### src/rtl/fetch_decode_queue.sv
// fetch_decode_queue: DEPTH-entry in-order queue between fetch and decode.
// A valid/ready handshake is used on both sides. The head entry is registered,
// so there is at least one cycle from fetch to decode, and an empty queue
// presents a NOP bubble.
// Optional macro IFID_PERF_CNT_EN enables the saturating bubble counter
// that drives out_bubble_count.
module fetch_decode_queue #(
  parameter int              XLEN      = 32,
  parameter int              ILEN      = 32,
  parameter int              ROB_IDX_W = 4,
  parameter int              EXC_W     = 3,
  parameter int              DEPTH     = 2,
  parameter logic [ILEN-1:0] NOP_INSTR = '0
) (
  input  logic                       clk,
  input  logic                       reset,
  input  logic                       in_valid,
  output logic                       out_fetch_ready,
  input  logic [ILEN-1:0]            in_instruction,
  input  logic [XLEN-1:0]            in_PC,
  input  logic [ROB_IDX_W-1:0]       in_complete_idx,
  input  logic [EXC_W-1:0]           in_exception_vector,
  input  logic                       in_IFID_flush,
  input  logic                       in_i_cache_stall,
  input  logic                       in_d_cache_stall,
  input  logic                       in_decode_ready,
  output logic                       out_valid,
  output logic [ILEN-1:0]            out_instruction,
  output logic [XLEN-1:0]            out_PC,
  output logic [ROB_IDX_W-1:0]       out_complete_idx,
  output logic [EXC_W-1:0]           out_exception_vector,
  output logic                       out_wait_stall,
  output logic [$clog2(DEPTH):0]     out_occupancy,
  output logic [31:0]                out_bubble_count
);

  localparam int PW      = $clog2(DEPTH);
  localparam int CW      = PW + 1;
  localparam int ENTRY_W = ILEN + XLEN + ROB_IDX_W + EXC_W;

  logic [ENTRY_W-1:0] mem_q [DEPTH];
  logic [PW-1:0]      rd_ptr_q, rd_ptr_d;
  logic [PW-1:0]      wr_ptr_q, wr_ptr_d;
  logic [CW-1:0]      count_q, count_d;
  logic               push, pop;
  logic [ENTRY_W-1:0] head;

  // Handshake qualification and next pointer/count state
  always_comb begin
    out_fetch_ready = (count_q != CW'(DEPTH));
    out_valid       = (count_q != '0);
    push     = in_valid && out_fetch_ready && !in_i_cache_stall && !in_IFID_flush;
    pop      = out_valid && in_decode_ready && !in_d_cache_stall && !in_IFID_flush;
    rd_ptr_d = rd_ptr_q;
    wr_ptr_d = wr_ptr_q;
    count_d  = count_q;
    if (in_IFID_flush) begin
      rd_ptr_d = '0;
      wr_ptr_d = '0;
      count_d  = '0;
    end else begin
      if (push) wr_ptr_d = wr_ptr_q + PW'(1);
      if (pop)  rd_ptr_d = rd_ptr_q + PW'(1);
      count_d = count_q + CW'(push) - CW'(pop);
    end
  end

  // Pointer and occupancy registers
  always_ff @(posedge clk or posedge reset) begin
    if (reset) begin
      rd_ptr_q <= '0;
      wr_ptr_q <= '0;
      count_q  <= '0;
    end else begin
      rd_ptr_q <= rd_ptr_d;
      wr_ptr_q <= wr_ptr_d;
      count_q  <= count_d;
    end
  end

  // Entry storage; contents need no reset because count gates visibility
  always_ff @(posedge clk) begin
    if (push)
      mem_q[wr_ptr_q] <= {in_instruction, in_PC, in_complete_idx, in_exception_vector};
  end

  // Head entry muxed to NOP values when empty
  always_comb begin
    head                 = mem_q[rd_ptr_q];
    out_wait_stall       = !out_valid;
    out_occupancy        = count_q;
    out_instruction      = NOP_INSTR;
    out_PC               = '0;
    out_complete_idx     = '0;
    out_exception_vector = '0;
    if (out_valid)
      {out_instruction, out_PC, out_complete_idx, out_exception_vector} = head;
  end

`ifdef IFID_PERF_CNT_EN
  logic [31:0] bubble_q, bubble_d;

  // Bubble counter next value, saturating at all-ones
  always_comb begin
    bubble_d = bubble_q;
    if (in_decode_ready && !out_valid && !in_IFID_flush && !in_d_cache_stall &&
        (bubble_q != '1))
      bubble_d = bubble_q + 32'd1;
  end

  // Bubble counter register, cleared only by reset
  always_ff @(posedge clk or posedge reset) begin
    if (reset) bubble_q <= '0;
    else       bubble_q <= bubble_d;
  end

  assign out_bubble_count = bubble_q;
`else
  assign out_bubble_count = '0;
`endif

endmodule

### config.mk
export PLATFORM = sky130hd
export DESIGN_NAME = fetch_decode_queue
export DESIGN_NICKNAME = d
export VERILOG_FILES = /design/src/rtl/fetch_decode_queue.sv
export SDC_FILE = /design/constraint.sdc
export NUM_CORES = 1
export LEC_CHECK = 0
export CAP_MARGIN = 0
export CORE_MARGIN = 5
export CORE_UTILIZATION = 46
export DETAILED_ROUTE_END_ITERATION = 10
export GPL_ROUTABILITY_DRIVEN = 1
export PLACE_DENSITY = 0.81
export SYNTH_ARGS = -nofsm -noshare
export SYNTH_HDL_FRONTEND = slang
export SYNTH_SLANG_ARGS = --single-unit
### constraint.sdc
create_clock -name clk -period 5.9 [get_ports clk]
set_clock_uncertainty 0.05 [all_clocks]
set_input_delay 0.885 -clock clk [delete_from_list [all_inputs] [get_ports clk]]
set_output_delay 0.885 -clock clk [all_outputs]
set_load 0.02 [all_outputs]
==> flow_results.org <==
** Critical path
- The worst register-to-register path ends at mem_q[1][8]$_DFFE_PP_.
- In this run the critical register-to-register path is launched from out_occupancy[1]$_DFF_PP0_.
- Largest driver fanout on the critical path :: 46
- By startpoint and endpoint, the worst setup path is classified as reg2out.
- The slowest stage of the critical path is the dfrtp_4 cell.
- The signal on the critical path passes through buf_4 > mux2i_1 > nor2_1 > clkdlybuf4s50_1.
- Required time of the critical path :: 4.97 ns
- R2r setup slk :: 3.00 ns
- The critical path starts at rd_ptr_q$_DFFE_PP0P_.
- Data on the critical path arrives at its endpoint at 2.85 ns.
- Path depth of the worst reg2reg path :: 4
- Worst Setup EP :: out_PC[8]
- Type of element capturing the critical path :: output port
- The worst setup path is launched from a register.
- For this run, the slowest stage of the critical path takes 0.93 ns.

** CTS
- Number of CTS-inserted buffers :: 17
- Maximum buffer depth of the clock tree :: 2
- Clock transition at the register clock pins on the worst setup and hold paths after CTS :: 0.05 ns
- CTS saw 146 sinks.
- Hold buffers post-CTS :: 0
- Post_cts resized :: 0
- Clock tree synthesis selected as its root buffer the cell clkbuf_16.
- CTS tree :: built
- CTS H-tree depth :: 4
- Clock latency on the worst-skew pair :: 0.40 ns
- The number of setup buffers added after CTS is 0.

** Synth
- Fraction of the yosys area taken by sequential cells :: 74.67%
- Average size of a mapped cell :: approximately 16 sq um
- Summing every instance area after synthesis gives 5844 sq um.
- Yosys Warn Count :: 0
- After synthesis, the largest area contributor takes up between 70 and 80% of total cell area.
- Cell taking the most area after synthesis :: edfxtp_1
- Instance count of the mapped netlist :: 360
- The number of different library cells used by synthesis comes to 21.
- Number of flip-flops and latches in the synthesized netlist :: 146
- After synthesis, the cell types taking the most area are edfxtp_1, mux2i_1, buf_4.

** Power
- Overall power consumption after layout is estimated at 0.002463 W.
- The worst-case IR drop observed on VDD is 0.1745 mV.
- Cell area power density :: 308.2 nW/um^2
- For this design the static power due to leakage is 2.642 nW.

** Global routing
- Overall Global Routing Usage :: approximately 16%
- Number of antenna violations at the first check in global routing :: 0
- Via count of the first global-routing pass :: ~3400
- Wire length of the first global-routing pass :: 17660 microns
- Summed over all layers, the global routing overflow is 0.
- Largest net degree at the start of global routing :: 74

** STA
- Number of setup violations in the final report :: 0
- For the pin with the worst max-slew slack, the measured transition is 1.170 ns.
- The worst path in the final design needs a cycle of 3.780 ns, including I/O delays and setup.
- Final hold viol count :: 0
- Tcrit/Tclk final :: between 60% and 70%
- Setup total negative slack on the finished layout was measured at 0 ns.
- Setup repair after global routing missed its margin :: false
- Final number of max-transition violations :: 0
- In this run the tightest slew margin relative to its limit is between 20% and 30%.
- Derived from the worst setup path, the maximum achievable clock frequency is 0.2645 GHz.

** Die
- In this run the standard cell core region covers 12520 sq um.
- Die X-Extent :: around 120 microns
- Initial core utilization :: 46.69%
- For this design the top-level I/O count stands at 186.
- The initialized floorplan defines 41 standard-cell rows.
- Die Area :: 15060 sq um
- The die is 122.7 microns tall.

** Layout
- The multi-input combinational cells in the finished layout cover a total of 1257 sq um.
- Final instance count without filler cells :: 704
- Number of fillers in the final layout :: around 930
- At the end of the flow, the number of nets in the layout was 599.
- Register Area :: 4368 sq um
- In the final layout, the share of cells above drive strength 1 is 7.331%.
- Layout overhead on the synthesized area :: 36.74%
- 0 antenna diodes ended up in the layout.

** Detailed routing
- Using the TritonRoute via totals, the vias-per-cell ratio works out to 4.724.
- In this run, the number of DRC markers left after iteration 0 of detailed routing was roughly 190.
- Total routed wirelength :: 11650 microns
- The final route contains around 3300 vias.
- Once detail routing completed, the nets flagged for antenna violations numbered 0.
- Dividing the detail-routed wire length by the instance count gives 16.54 microns.
- In the routed design, unresolved DRC markers number 0.
- The pre-antenna-repair detailed-routing pass consisted of 4 iterations.

** Place
- HPWL after detailed placement :: roughly 8000 microns
- Once placement completed, the tool counted placed cells totaling approximately 670.
- Final weighted congestion in routability-driven placement :: approximately 0.81
- Count of input and output buffers :: 153

** Job
- Max cap viols :: 0

** Worst hold path
- The min-delay analysis places its worst path in the category reg2reg.

** Run status
- The run finished with clean final reports.
[layer usage]
metal  vias to the layer above  global-route usage [%]  part of all wire [%]
met5                         -                       0                     0
met4                         0                   7.068                   1.9
met3                        19                   5.023                   8.2
met2                       158                   27.47                    53
met1                      1588                   17.44                    36
li1                       1561                       -                     -
[placed cells by master (no fill, tap or decap)]
cell and count:
clkdlybuf4s50_1 153, edfxtp_1 142, nor2_1 73, mux2i_1 71, conb_1 32, clkbuf_16 17, inv_1 4, clkinv_2 4
nor2b_1 3, clkinvlp_4 3, clkbuf_1 3, dfrtp_1 3, buf_4 3, nor2_4 2, ha_1 2, clkbuf_8 2
bufinv_16 2, or2_4 1, inv_4 1, nor3b_2 1, mux2_4 1, nand2b_1 1, nand4b_1 1, xor2_1 1
and2_1 1, nor3_1 1, a311o_1 1, o21ai_0 1, clkinv_4 1, dfrtp_4 1
[synthesized netlist by cell type, drive strengths merged]
cell,count
a311o,1
and2,1
buf,47
conb,1
dfrtp,4
edfxtp,142
ha,2
inv,5
mux2,1
mux2i,71
nand2b,1
nand4b,1
nor2,75
nor2b,3
nor3,1
nor3b,1
o21ai,1
or2,1
xor2,1
[how the worst min path moves through the flow]
stage | from | end | slack, ns | cells past startpoint
after floorplan | wr_ptr_q$_DFFE_PP0P_ | wr_ptr_q$_DFFE_PP0P_ | 0.41 | 1
after global placement | wr_ptr_q$_DFFE_PP0P_ | wr_ptr_q$_DFFE_PP0P_ | 0.50 | 1
after CTS | wr_ptr_q$_DFFE_PP0P_ | wr_ptr_q$_DFFE_PP0P_ | 0.59 | 1
after global routing | wr_ptr_q$_DFFE_PP0P_ | wr_ptr_q$_DFFE_PP0P_ | 0.62 | 1
final | wr_ptr_q$_DFFE_PP0P_ | wr_ptr_q$_DFFE_PP0P_ | 0.59 | 1
after detailed placement | wr_ptr_q$_DFFE_PP0P_ | wr_ptr_q$_DFFE_PP0P_ | 0.58 | 1
[report_power, final]
| group | internal [W] | switching [W] | leakage, nW | total, W |
|---|---|---|---|---|
| clock network | 0.000642 | 0.000377 | 0.276 | 0.00102 |
| logic | 0.000125 | 0.000142 | 1.02 | 0.000267 |
| registers | 0.00116 | 0.0000124 | 1.34 | 0.00118 |
| total | 0.00193 | 0.000532 | 2.64 | 0.00246 |
[cell type report]
class	count	share of cell area [%]
Clock inverter	10	1.393
Multi-Input combinational cell	193	15.74
Tap cell	172	2.693
Clock buffer	22	5.809
Sequential cell	146	54.66
Inverter	5	0.2662
Timing Repair Buffer	156	19.45
[worst max-delay path: cells and delay by family (launching register included)]
family | cells | cell delay [ns]
simple gates | 1 | 0.13
flops | 1 | 0.93
mux | 1 | 0.15
buf+inv | 2 | 1.18
[kinds of logic (layout without fill, tap and decap cells)]
| logic type | after synthesis | after routing | synth area share (%) |
|---|---|---|---|
| buffers and inverters | 52 | 193 | 6.059 |
| other | 1 | 32 | 0.06416 |
| AOI/OAI and AO/OA | 2 | 2 | 0.2568 |
| xor gates and xnor gates | 1 | 1 | 0.1499 |
| adders and majority gates | 2 | 2 | 0.4281 |
| muxes | 72 | 72 | 12.42 |
| DFF | 146 | 146 | 74.67 |
| and+or+nand+nor | 84 | 84 | 5.952 |
[state kept, by name, summed over array words and instances (netlist names)]
name	count
rd_ptr_q	1
out_occupancy	2
mem_q	142
wr_ptr_q	1
[metrics by stage]
stage / utilization (%) / hold WS, ns / worst slack [ns] / instance area (sq um)
CTS: 63.84 / 0.5853 / 2.071 / 7991
detailed placement: 59.25 / 0.5753 / 2.038 / 7416
finish: 63.84 / 0.5944 / 2.120 / 7991
global route: 63.84 / 0.6215 / 1.966 / 7991
global placement: 59.25 / 0.5049 / 2.246 / 7416
floorplan: - / 0.4101 / 1.245 / 5961
(Power assumes the default switching activity.)
